===== config.mk =====
export PLATFORM = sky130hd
export DESIGN_NAME = pipe_stage_reg_flat
export DESIGN_NICKNAME = d
export VERILOG_FILES = /design/src/rtl/pipe_pkg.sv /design/src/rtl/pipe_stage_reg_if.sv /design/src/rtl/pipe_entry.sv /design/src/rtl/pipe_stage_reg.sv /design/src/flat_wrapper.sv
export SDC_FILE = /design/constraint.sdc
export NUM_CORES = 1
export LEC_CHECK = 0
export BUFFER_PORTS_ARGS = -buffer_cell sky130_fd_sc_hd__buf_2
export CORE_UTILIZATION = 50
export CTS_BUF_LIST = sky130_fd_sc_hd__clkbuf_16
export CTS_CLUSTER_DIAMETER = 150
export DETAILED_ROUTE_END_ITERATION = 7
export GPL_TIMING_DRIVEN = 0
export PLACE_DENSITY = 0.75
export SLEW_MARGIN = 0
export SYNTH_ARGS = -nofsm -noshare
export SYNTH_HDL_FRONTEND = slang
export SYNTH_SLANG_ARGS = --single-unit

===== constraint.sdc =====
create_clock -name clk -period 10.44 [get_ports clk]
set_input_delay 0.522 -clock clk [delete_from_list [all_inputs] [get_ports clk]]
set_output_delay 0.522 -clock clk [all_outputs]
set_load 0.01 [all_outputs]

===== src/rtl/pipe_pkg.sv =====
// Shared definitions for the inter-stage pipeline registers: control-bit
// indices, per-boundary widths and the ID/EX payload layout.
package pipe_pkg;

    localparam int CTRL_REGWRITE   = 0;
    localparam int CTRL_MEMTOREG   = 1;
    localparam int CTRL_BRANCH     = 2;
    localparam int CTRL_MEMREAD    = 3;
    localparam int CTRL_MEMWRITE   = 4;
    localparam int CTRL_ALUOP_LSB  = 5;
    localparam int CTRL_ALUSRC_LSB = 7;

    localparam int IFID_CTRL_W  = 1;
    localparam int IFID_DATA_W  = 64;
    localparam int IDEX_CTRL_W  = 9;
    localparam int IDEX_DATA_W  = 153;
    localparam int EXMEM_CTRL_W = 5;
    localparam int EXMEM_DATA_W = 102;
    localparam int MEMWB_CTRL_W = 2;
    localparam int MEMWB_DATA_W = 69;

    // ID/EX payload bit offsets (LSB of each field), matching idex_payload_t
    localparam int IDEX_OFF_RS2    = 0;
    localparam int IDEX_OFF_RS1    = 5;
    localparam int IDEX_OFF_WR     = 10;
    localparam int IDEX_OFF_FUNCT3 = 15;
    localparam int IDEX_OFF_FUNCT7 = 18;
    localparam int IDEX_OFF_IMM    = 25;
    localparam int IDEX_OFF_RD2    = 57;
    localparam int IDEX_OFF_RD1    = 89;
    localparam int IDEX_OFF_PC     = 121;

    typedef struct packed {
        logic [31:0] pc;
        logic [31:0] rd1;
        logic [31:0] rd2;
        logic [31:0] imm;
        logic [6:0]  funct7;
        logic [2:0]  funct3;
        logic [4:0]  wr;
        logic [4:0]  rs1;
        logic [4:0]  rs2;
    } idex_payload_t;

    typedef enum logic [1:0] {
        ALUOP_ADD    = 2'b00,
        ALUOP_BRANCH = 2'b01,
        ALUOP_RTYPE  = 2'b10,
        ALUOP_ITYPE  = 2'b11
    } aluop_e;

    // True when a control word would change architectural state downstream.
    function automatic logic ctrl_has_side_effect(input logic [IDEX_CTRL_W-1:0] ctrl);
        return ctrl[CTRL_REGWRITE] | ctrl[CTRL_MEMWRITE] | ctrl[CTRL_BRANCH];
    endfunction

endpackage


===== src/rtl/pipe_stage_reg_if.sv =====
// One valid/ready channel carrying a control word and a payload.
interface pipe_stage_reg_if #(
    parameter int CTRL_W = 9,
    parameter int DATA_W = 153
);
    logic              valid;
    logic              ready;
    logic [CTRL_W-1:0] ctrl;
    logic [DATA_W-1:0] data;

    modport master (output valid, output ctrl, output data, input  ready);
    modport slave  (input  valid, input  ctrl, input  data, output ready);
endinterface


===== src/rtl/pipe_entry.sv =====
// Single valid-gated storage entry; the control word is zeroed whenever the
// entry is cleared so an empty entry can never present live control bits.
module pipe_entry #(
    parameter int CTRL_W = 9,
    parameter int DATA_W = 153
) (
    input  logic              clk,
    input  logic              rst,
    input  logic              i_load,
    input  logic              i_clr,
    input  logic [CTRL_W-1:0] i_ctrl,
    input  logic [DATA_W-1:0] i_data,
    output logic              o_valid,
    output logic [CTRL_W-1:0] o_ctrl,
    output logic [DATA_W-1:0] o_data
);
    logic              r_valid;
    logic [CTRL_W-1:0] r_ctrl;
    logic [DATA_W-1:0] r_data;

    // Entry state: clear beats load, payload survives a clear
    always_ff @(posedge clk or posedge rst) begin
        if (rst) begin
            r_valid <= 1'b0;
            r_ctrl  <= {CTRL_W{1'b0}};
            r_data  <= {DATA_W{1'b0}};
        end else if (i_clr) begin
            r_valid <= 1'b0;
            r_ctrl  <= {CTRL_W{1'b0}};
        end else if (i_load) begin
            r_valid <= 1'b1;
            r_ctrl  <= i_ctrl;
            r_data  <= i_data;
        end
    end

    assign o_valid = r_valid;
    assign o_ctrl  = r_ctrl;
    assign o_data  = r_data;
endmodule


===== src/rtl/pipe_stage_reg.sv =====
// Pipeline stage register with valid/ready handshake, flush-to-bubble and an
// optional skid entry that makes the upstream ready purely registered.
module pipe_stage_reg
    import pipe_pkg::*;
#(
    parameter int CTRL_W = IDEX_CTRL_W,
    parameter int DATA_W = IDEX_DATA_W,
    parameter bit SKID   = 1'b1
) (
    input  logic clk,
    input  logic rst,
    input  logic flush_i,
    pipe_stage_reg_if.slave  up,
    pipe_stage_reg_if.master dn
);
    logic              w_ready;
    logic              w_in_xfer;
    logic              w_out_xfer;
    logic              w_m_valid;
    logic              w_m_load;
    logic              w_m_clr;
    logic              w_m_from_s;
    logic [CTRL_W-1:0] w_m_ctrl;
    logic [DATA_W-1:0] w_m_data;
    logic [CTRL_W-1:0] w_m_ctrl_d;
    logic [DATA_W-1:0] w_m_data_d;
    logic              w_s_valid;
    logic              w_s_load;
    logic              w_s_clr;
    logic [CTRL_W-1:0] w_s_ctrl;
    logic [DATA_W-1:0] w_s_data;

    assign w_in_xfer  = up.valid & w_ready;
    assign w_out_xfer = w_m_valid & dn.ready;

    // Entry control: flush first, then drain S into M, then accept input
    always_comb begin
        w_m_load   = 1'b0;
        w_m_clr    = 1'b0;
        w_m_from_s = 1'b0;
        w_s_load   = 1'b0;
        w_s_clr    = 1'b0;
        if (flush_i) begin
            w_m_clr = 1'b1;
            w_s_clr = 1'b1;
        end else if (w_s_valid) begin
            if (w_out_xfer) begin
                w_m_load   = 1'b1;
                w_m_from_s = 1'b1;
                w_s_clr    = 1'b1;
            end else begin
                w_m_load = 1'b0;
            end
        end else if (w_in_xfer) begin
            if (!w_m_valid || w_out_xfer) begin
                w_m_load = 1'b1;
            end else begin
                w_s_load = 1'b1;
            end
        end else if (w_out_xfer) begin
            w_m_clr = 1'b1;
        end else begin
            w_m_clr = 1'b0;
        end
    end

    // Main entry source: the older skid content always goes first
    always_comb begin
        w_m_ctrl_d = up.ctrl;
        w_m_data_d = up.data;
        if (w_m_from_s) begin
            w_m_ctrl_d = w_s_ctrl;
            w_m_data_d = w_s_data;
        end else begin
            w_m_ctrl_d = up.ctrl;
            w_m_data_d = up.data;
        end
    end

    pipe_entry #(.CTRL_W(CTRL_W), .DATA_W(DATA_W)) u_main (
        .clk     (clk),
        .rst     (rst),
        .i_load  (w_m_load),
        .i_clr   (w_m_clr),
        .i_ctrl  (w_m_ctrl_d),
        .i_data  (w_m_data_d),
        .o_valid (w_m_valid),
        .o_ctrl  (w_m_ctrl),
        .o_data  (w_m_data)
    );

    generate
        if (SKID) begin : g_skid
            pipe_entry #(.CTRL_W(CTRL_W), .DATA_W(DATA_W)) u_skid (
                .clk     (clk),
                .rst     (rst),
                .i_load  (w_s_load),
                .i_clr   (w_s_clr),
                .i_ctrl  (up.ctrl),
                .i_data  (up.data),
                .o_valid (w_s_valid),
                .o_ctrl  (w_s_ctrl),
                .o_data  (w_s_data)
            );
            assign w_ready = ~w_s_valid;
        end else begin : g_single
            logic w_unused_s;
            assign w_s_valid  = 1'b0;
            assign w_s_ctrl   = {CTRL_W{1'b0}};
            assign w_s_data   = {DATA_W{1'b0}};
            assign w_ready    = ~w_m_valid | dn.ready;
            assign w_unused_s = w_s_load | w_s_clr;
        end
    endgenerate

    assign up.ready = w_ready;
    assign dn.valid = w_m_valid;
    assign dn.ctrl  = w_m_ctrl;
    assign dn.data  = w_m_data;
endmodule

===== src/flat_wrapper.sv =====
// flat-port wrapper written by rule: the top's interface ports become plain ports
module pipe_stage_reg_flat import pipe_pkg::*;
#(
    parameter int CTRL_W = IDEX_CTRL_W,
    parameter int DATA_W = IDEX_DATA_W,
    parameter bit SKID   = 1'b1
)
  (clk, rst, flush_i, up_valid, up_ctrl, up_data, up_ready, dn_valid, dn_ctrl, dn_data, dn_ready);
  pipe_stage_reg_if #(.CTRL_W(CTRL_W), .DATA_W(DATA_W)) up_i ();
  pipe_stage_reg_if #(.CTRL_W(CTRL_W), .DATA_W(DATA_W)) dn_i ();
  input  logic clk;
  input  logic rst;
  input  logic flush_i;
  input wire logic [$bits(up_i.valid)-1:0] up_valid;
  input wire logic [$bits(up_i.ctrl)-1:0] up_ctrl;
  input wire logic [$bits(up_i.data)-1:0] up_data;
  output wire logic [$bits(up_i.ready)-1:0] up_ready;
  output wire logic [$bits(dn_i.valid)-1:0] dn_valid;
  output wire logic [$bits(dn_i.ctrl)-1:0] dn_ctrl;
  output wire logic [$bits(dn_i.data)-1:0] dn_data;
  input wire logic [$bits(dn_i.ready)-1:0] dn_ready;
  assign up_i.valid = up_valid;
  assign up_i.ctrl = up_ctrl;
  assign up_i.data = up_data;
  assign up_ready = up_i.ready;
  assign dn_valid = dn_i.valid;
  assign dn_ctrl = dn_i.ctrl;
  assign dn_data = dn_i.data;
  assign dn_i.ready = dn_ready;
  pipe_stage_reg #(.CTRL_W(CTRL_W), .DATA_W(DATA_W), .SKID(SKID)) u_core (.clk(clk), .rst(rst), .flush_i(flush_i), .up(up_i), .dn(dn_i));
endmodule

# == Word-level counts from Yosys, hierarchy flattened ==
# Index checks and enable logic that the tools add are counted.
# totals
latchBits,0
inputBits,167
out_inout_bits,164
regBits,326
n_memories,0
ramBits,0
mem_bits_ro,0
wordCells,42
# classes
div_mod_pow,0
bitwise,5
add_sub_neg,0
n_reduce_logical,6
shift,0
mul,0
n_mux,25
n_eq_ne,0
magnitude_cmp,0
# ops
operator,n
two-way mux 153 bit,1
two-way mux 9 bit,5
two-way mux 1 bit,19
AND reduction 2 bit,2
nonzero test 2 bit,2
NOT 1 bit,3
AND 1 bit,2
zero test 1 bit,1
logical OR 1 bit,1

# == Longest topological paths before layout ==
# depth
word_depth,8
mapped_depth,6
mapped_depth_nobuf,3

# == By module ==
# A second synthesis with hierarchy kept.
# hier_totals
cells_unflattened,904
hier_area_um2,15038.2
# by_module_without_submodules
module,instances,seq_area_each_um2,area_per_inst_um2,cells_per_inst
pipe_entry,2,4078.9,6352.3,357
pipe_stage_reg,1,0.0,2333.5,190

# == Least setup slack after synthesis ==
# OpenSTA, ideal clock, no wires.
# synth_path
path_type,input to register
start,input port dn_ready
end,register u_core.g_skid.u_skid.r_data[0] (netlist: u_core.g_skid.u_skid.o_data[0])
setup_ps,128
stages,6
path_buffers,3
required_ps,10312
arrival_ps,1771
setup_slack_ps,8541
cell_sequence,and2b_1 > nor3b_1 > buf_2 > buf_4 > buf_2 > mux2_1
# synth_between
elab_chain_cells,7
word_cells_on_any_way,11
cone_classes,7 x mux; 2 x bitwise; 2 x reduce/logical
# synth_lines
item,line_no,text
"start, declared",flat_wrapper.sv:21,input wire logic [$bits(dn_i.ready)-1:0] dn_ready;
AND 1 bit *,pipe_stage_reg.sv:34,assign w_out_xfer = w_m_valid & dn.ready;
logical OR 1 bit,pipe_stage_reg.sv:55,if (!w_m_valid || w_out_xfer) begin
two-way mux 1 bit,pipe_stage_reg.sv:55,
two-way mux 1 bit,pipe_stage_reg.sv:54,end else if (w_in_xfer) begin
two-way mux 1 bit,pipe_stage_reg.sv:46,end else if (w_s_valid) begin
two-way mux 1 bit,pipe_stage_reg.sv:43,if (flush_i) begin
AND reduction 2 bit (no source line) *,--,
"end signal, assigned",pipe_entry.sv:26,r_data <= {DATA_W{1'b0}};
"end signal, assigned",pipe_entry.sv:33,r_data <= i_data;
"end, declared",pipe_entry.sv:19,logic [DATA_W-1:0] r_data;
# Mark *: on every way between the ends. The rest lies on a longest branch, timed or not.
# A chain may end at the register's enable or synchronous reset.

# == Worst setup path in the final report ==
# layout_path
start,register u_core.g_skid.u_skid.r_valid (netlist: u_core.g_skid.u_skid.o_valid)
end,register u_core.u_main.r_data[134] (netlist: u_core.u_main.o_data[134])
# layout_between
elab_chain_cells,7
word_cells_on_any_way,13
cone_classes,9 x mux; 3 x bitwise; 1 x reduce/logical
# layout_lines
item,line_no,text
"start, declared",pipe_entry.sv:17,logic r_valid;
"start signal, assigned",pipe_entry.sv:24,r_valid <= 1'b0;
"start signal, assigned",pipe_entry.sv:28,r_valid <= 1'b0;
"start signal, assigned",pipe_entry.sv:31,r_valid <= 1'b1;
NOT 1 bit,pipe_stage_reg.sv:105,assign w_ready = ~w_s_valid;
AND 1 bit,pipe_stage_reg.sv:33,assign w_in_xfer = up.valid & w_ready;
two-way mux 1 bit,pipe_stage_reg.sv:54,
two-way mux 1 bit,pipe_stage_reg.sv:46,
two-way mux 1 bit,pipe_stage_reg.sv:43,
NOT 1 bit (no source line),--,
AND reduction 2 bit (no source line),--,
"end signal, assigned",pipe_entry.sv:26,
"end signal, assigned",pipe_entry.sv:33,
"end, declared",pipe_entry.sv:19,
# Several ways; a longest one is shown, not always the timed one.

==> flow_summary.json <==
{
  "period_share_pct": 22.0,
  "met1_usage_pct": 27.7,
  "path_class": "reg2reg",
  "wl_mm": 30.7,
  "drt_first_iter_violations": 415,
  "drcViolationCount": 0,
  "core_sq_mm": 0.0277,
  "die_w_um": 170,
  "synth.avg_cell_area_sq_um": 15.7,
  "numCtsBuffers": 35,
  "ios": 331,
  "outcome": "completed",
  "synthTopCellsByArea": "dfrtp_1, mux2_2, mux2_1, buf_2, o2bb2ai_1",
  "yosys_warnings": 0,
  "dp_cells": 1605,
  "leakage_nw": 8.10,
  "postRouteAntennaNets": 0,
  "cts_hold_buf": 0,
  "synth_edf_count": 0,
  "cts.reportedPaths.clkPinSlew_ns": 0.06,
  "synth-seq-area-share_pct": 58.0,
  "start_kind": "flop",
  "grt_pass1_vias": 9122,
  "fin_cells": 1670,
  "post-cts-setup-buffer-count": 0,
  "met3_usage_pct": 7.04,
  "whs_ns": 0.108,
  "routabilityCongestion": 0.772,
  "ys_top_cells_by_count": "mux2_2, dfrtp_1, mux2_1",
  "busiest_layer": "met2",
  "clk_latency_ns": 0.51,
  "drive_above_1_share_pct": 64.9,
  "final.setup_skew_ns": 0.0120,
  "cap_violations": 0,
  "yosysUniqueCellTypes": 24,
  "syn_inst": 895,
  "slew_headroom_pct": 49.8,
  "area_growth_pct": 23.1,
  "cts_htree_levels": 2,
  "grt_max_degree": 126,
  "yosysMostFrequentCell": "mux2_2",
  "port_buffers": 330,
  "antenna_found_initial": 10,
  "initial_core_util_pct": 50.8,
  "cp.required_ns": 10.83,
  "avgViaCountPerCell": 5.15,
  "final_util_pct": 62.6,
  "cts_tree": "yes",
  "drt-wirelength-per-cell_um": 18.4,
  "final_area_sq_mm": 0.0173,
  "cp-end-kind": "flop",
  "hold_viol_final": 0,
  "clockRootBuffer": "clkbuf_16",
  "cts.sinks": 326,
  "synth_top_area_cell": "dfrtp_1",
  "synth_area_sq_mm": 0.0141,
  "cts.path.max_buffers": 3,
  "dpl-instance-area_sq_mm": 0.0163,
  "worstMarginPinSlew_ns": 0.751,
  "period_minus_slack_ns": 2.30,
  "first_pass_iters": 4,
  "fmax_ghz": 0.435,
  "rows": 61,
  "dieArea_sq_mm": 0.0288,
  "die_h_um": 170,
  "hold_class": "in2async",
  "synth_nets": 1062,
  "ir_worst_vdd_uv": 131,
  "via_count": 8604,
  "setup_violations": 0,
  "grt_remaining_overflow": 0,
  "hpwl_mm": 21.6,
  "grt_use_met2_pct": 34.2,
  "synth_ff_type": "dfrtp_1",
  "synth.ff_latch_count": 326,
  "n_fill_cell": 2172,
  "nNetsFinal": 1431,
  "drv_slew": 0,
  "power_density_mw_per_mm2": 201,
  "critPathArrivalTime_ns": 2.69,
  "grt_usage_pct": 21.7,
  "cts.repair.resized": 0,
  "rsz0062_at_grt": "false",
  "path_max_fanout": 10,
  "synth_top_area_share_pct": 58.0,
  "async_flop_share_pct": 100,
  "grt_pass1_wl_mm": 48.9
}
-- power by group --
| group | switching [mW] | total [mW] | internal [mW] |
|---|---|---|---|
| Combinational | 0.282 | 0.638 | 0.356 |
| Sequential | 0.136 | 1.69 | 1.56 |
| Clock | 0.490 | 1.15 | 0.662 |
| Total | 0.908 | 3.48 | 2.58 |
-- state kept, by name, indices dropped and copies added, names as in the netlist --
name,cells
u_core.u_main.o_ctrl,9
u_core.u_main.o_data,153
u_core.g_skid.u_skid.o_valid,1
u_core.g_skid.u_skid.o_ctrl,9
u_core.u_main.o_valid,1
u_core.g_skid.u_skid.o_data,153
-- logic make-up after synthesis --
group | after synthesis | synth area share, %
buffers and inverters | 58 | 2.34
flip-flops | 326 | 58.0
multiplexers | 468 | 37.4
AO/OA/AOI/OAI | 26 | 1.57
AND/OR/NAND/NOR | 17 | 0.773
-- metal layers --
layer / vias to the layer above / share of wire (%)
met2: 240 / 47
met1: 4320 / 42
met5: - / 0.22
li1: 3966 / -
met4: 8 / 3.2
met3: 70 / 7.4
-- per-stage QoR --
step	total power [mW]	setup slack [ns]	setup TNS, ns
2_1_floorplan	2.09	0.892	0
3_3_place_gp	2.33	-2.84	-918.59
3_5_place_dp	2.36	7.95	0
4_1_cts	3.53	8.08	0
5_1_grt	3.66	7.99	0
6_report	3.48	8.14	0
-- worst paths after layout --
path / from / endpoint / slack (ns) / cells past startpoint
worst max-delay path: u_core.g_skid.u_skid.o_valid / u_core.u_main.o_data[134] / 8.14 / 5
worst min-delay path: rst / u_core.u_main.o_data[17] / 0.11 / 2
worst max register to register: u_core.g_skid.u_skid.o_valid / u_core.u_main.o_data[134] / 8.14 / 5
worst min register to register: u_core.g_skid.u_skid.o_data[34] / u_core.g_skid.u_skid.o_data[34] / 0.48 / 1
max in group asynchronous: rst / u_core.g_skid.u_skid.o_data[109] / 9.30 / 3
min in group clk: up_data[65] / u_core.g_skid.u_skid.o_data[65] / 0.25 / 2
-- placed cells by master, fill, tap and decap left out, types with 2 or more instances in the layout --
cell	count
nand2_1	2
mux2_2	402
clkinvlp_4	2
o2bb2ai_1	18
buf_1	4
clkinv_1	7
clkinv_2	8
buf_16	2
dfrtp_1	326
diode_2	5
inv_1	7
buf_4	17
clkbuf_16	37
mux2_1	57
mux2i_1	9
nand2b_1	10
a21oi_1	3
buf_2	362
-- worst max-delay path, cell delays in order, from the launching register on --
cell and delay [ns]:
dfrtp_1 0.44, nand2b_1 0.28, a211oi_4 0.54, buf_4 0.31, buf_4 0.24, mux2_2 0.36
-- layout make-up --
cell class | count | area (sq um) | share of cell area, %
tap | 378 | 473 | 2.73
timing repair buffer | 332 | 1710 | 9.85
multi-input combinational | 511 | 5590 | 32.2
antenna | 5 | 12.5 | 0.0722
clock inverter | 23 | 130 | 0.751
sequential | 326 | 8160 | 47.1
buffer | 55 | 318 | 1.83
clock buffer | 37 | 926 | 5.34
inverter | 3 | 18.8 | 0.108
(Power assumes the default switching activity.)
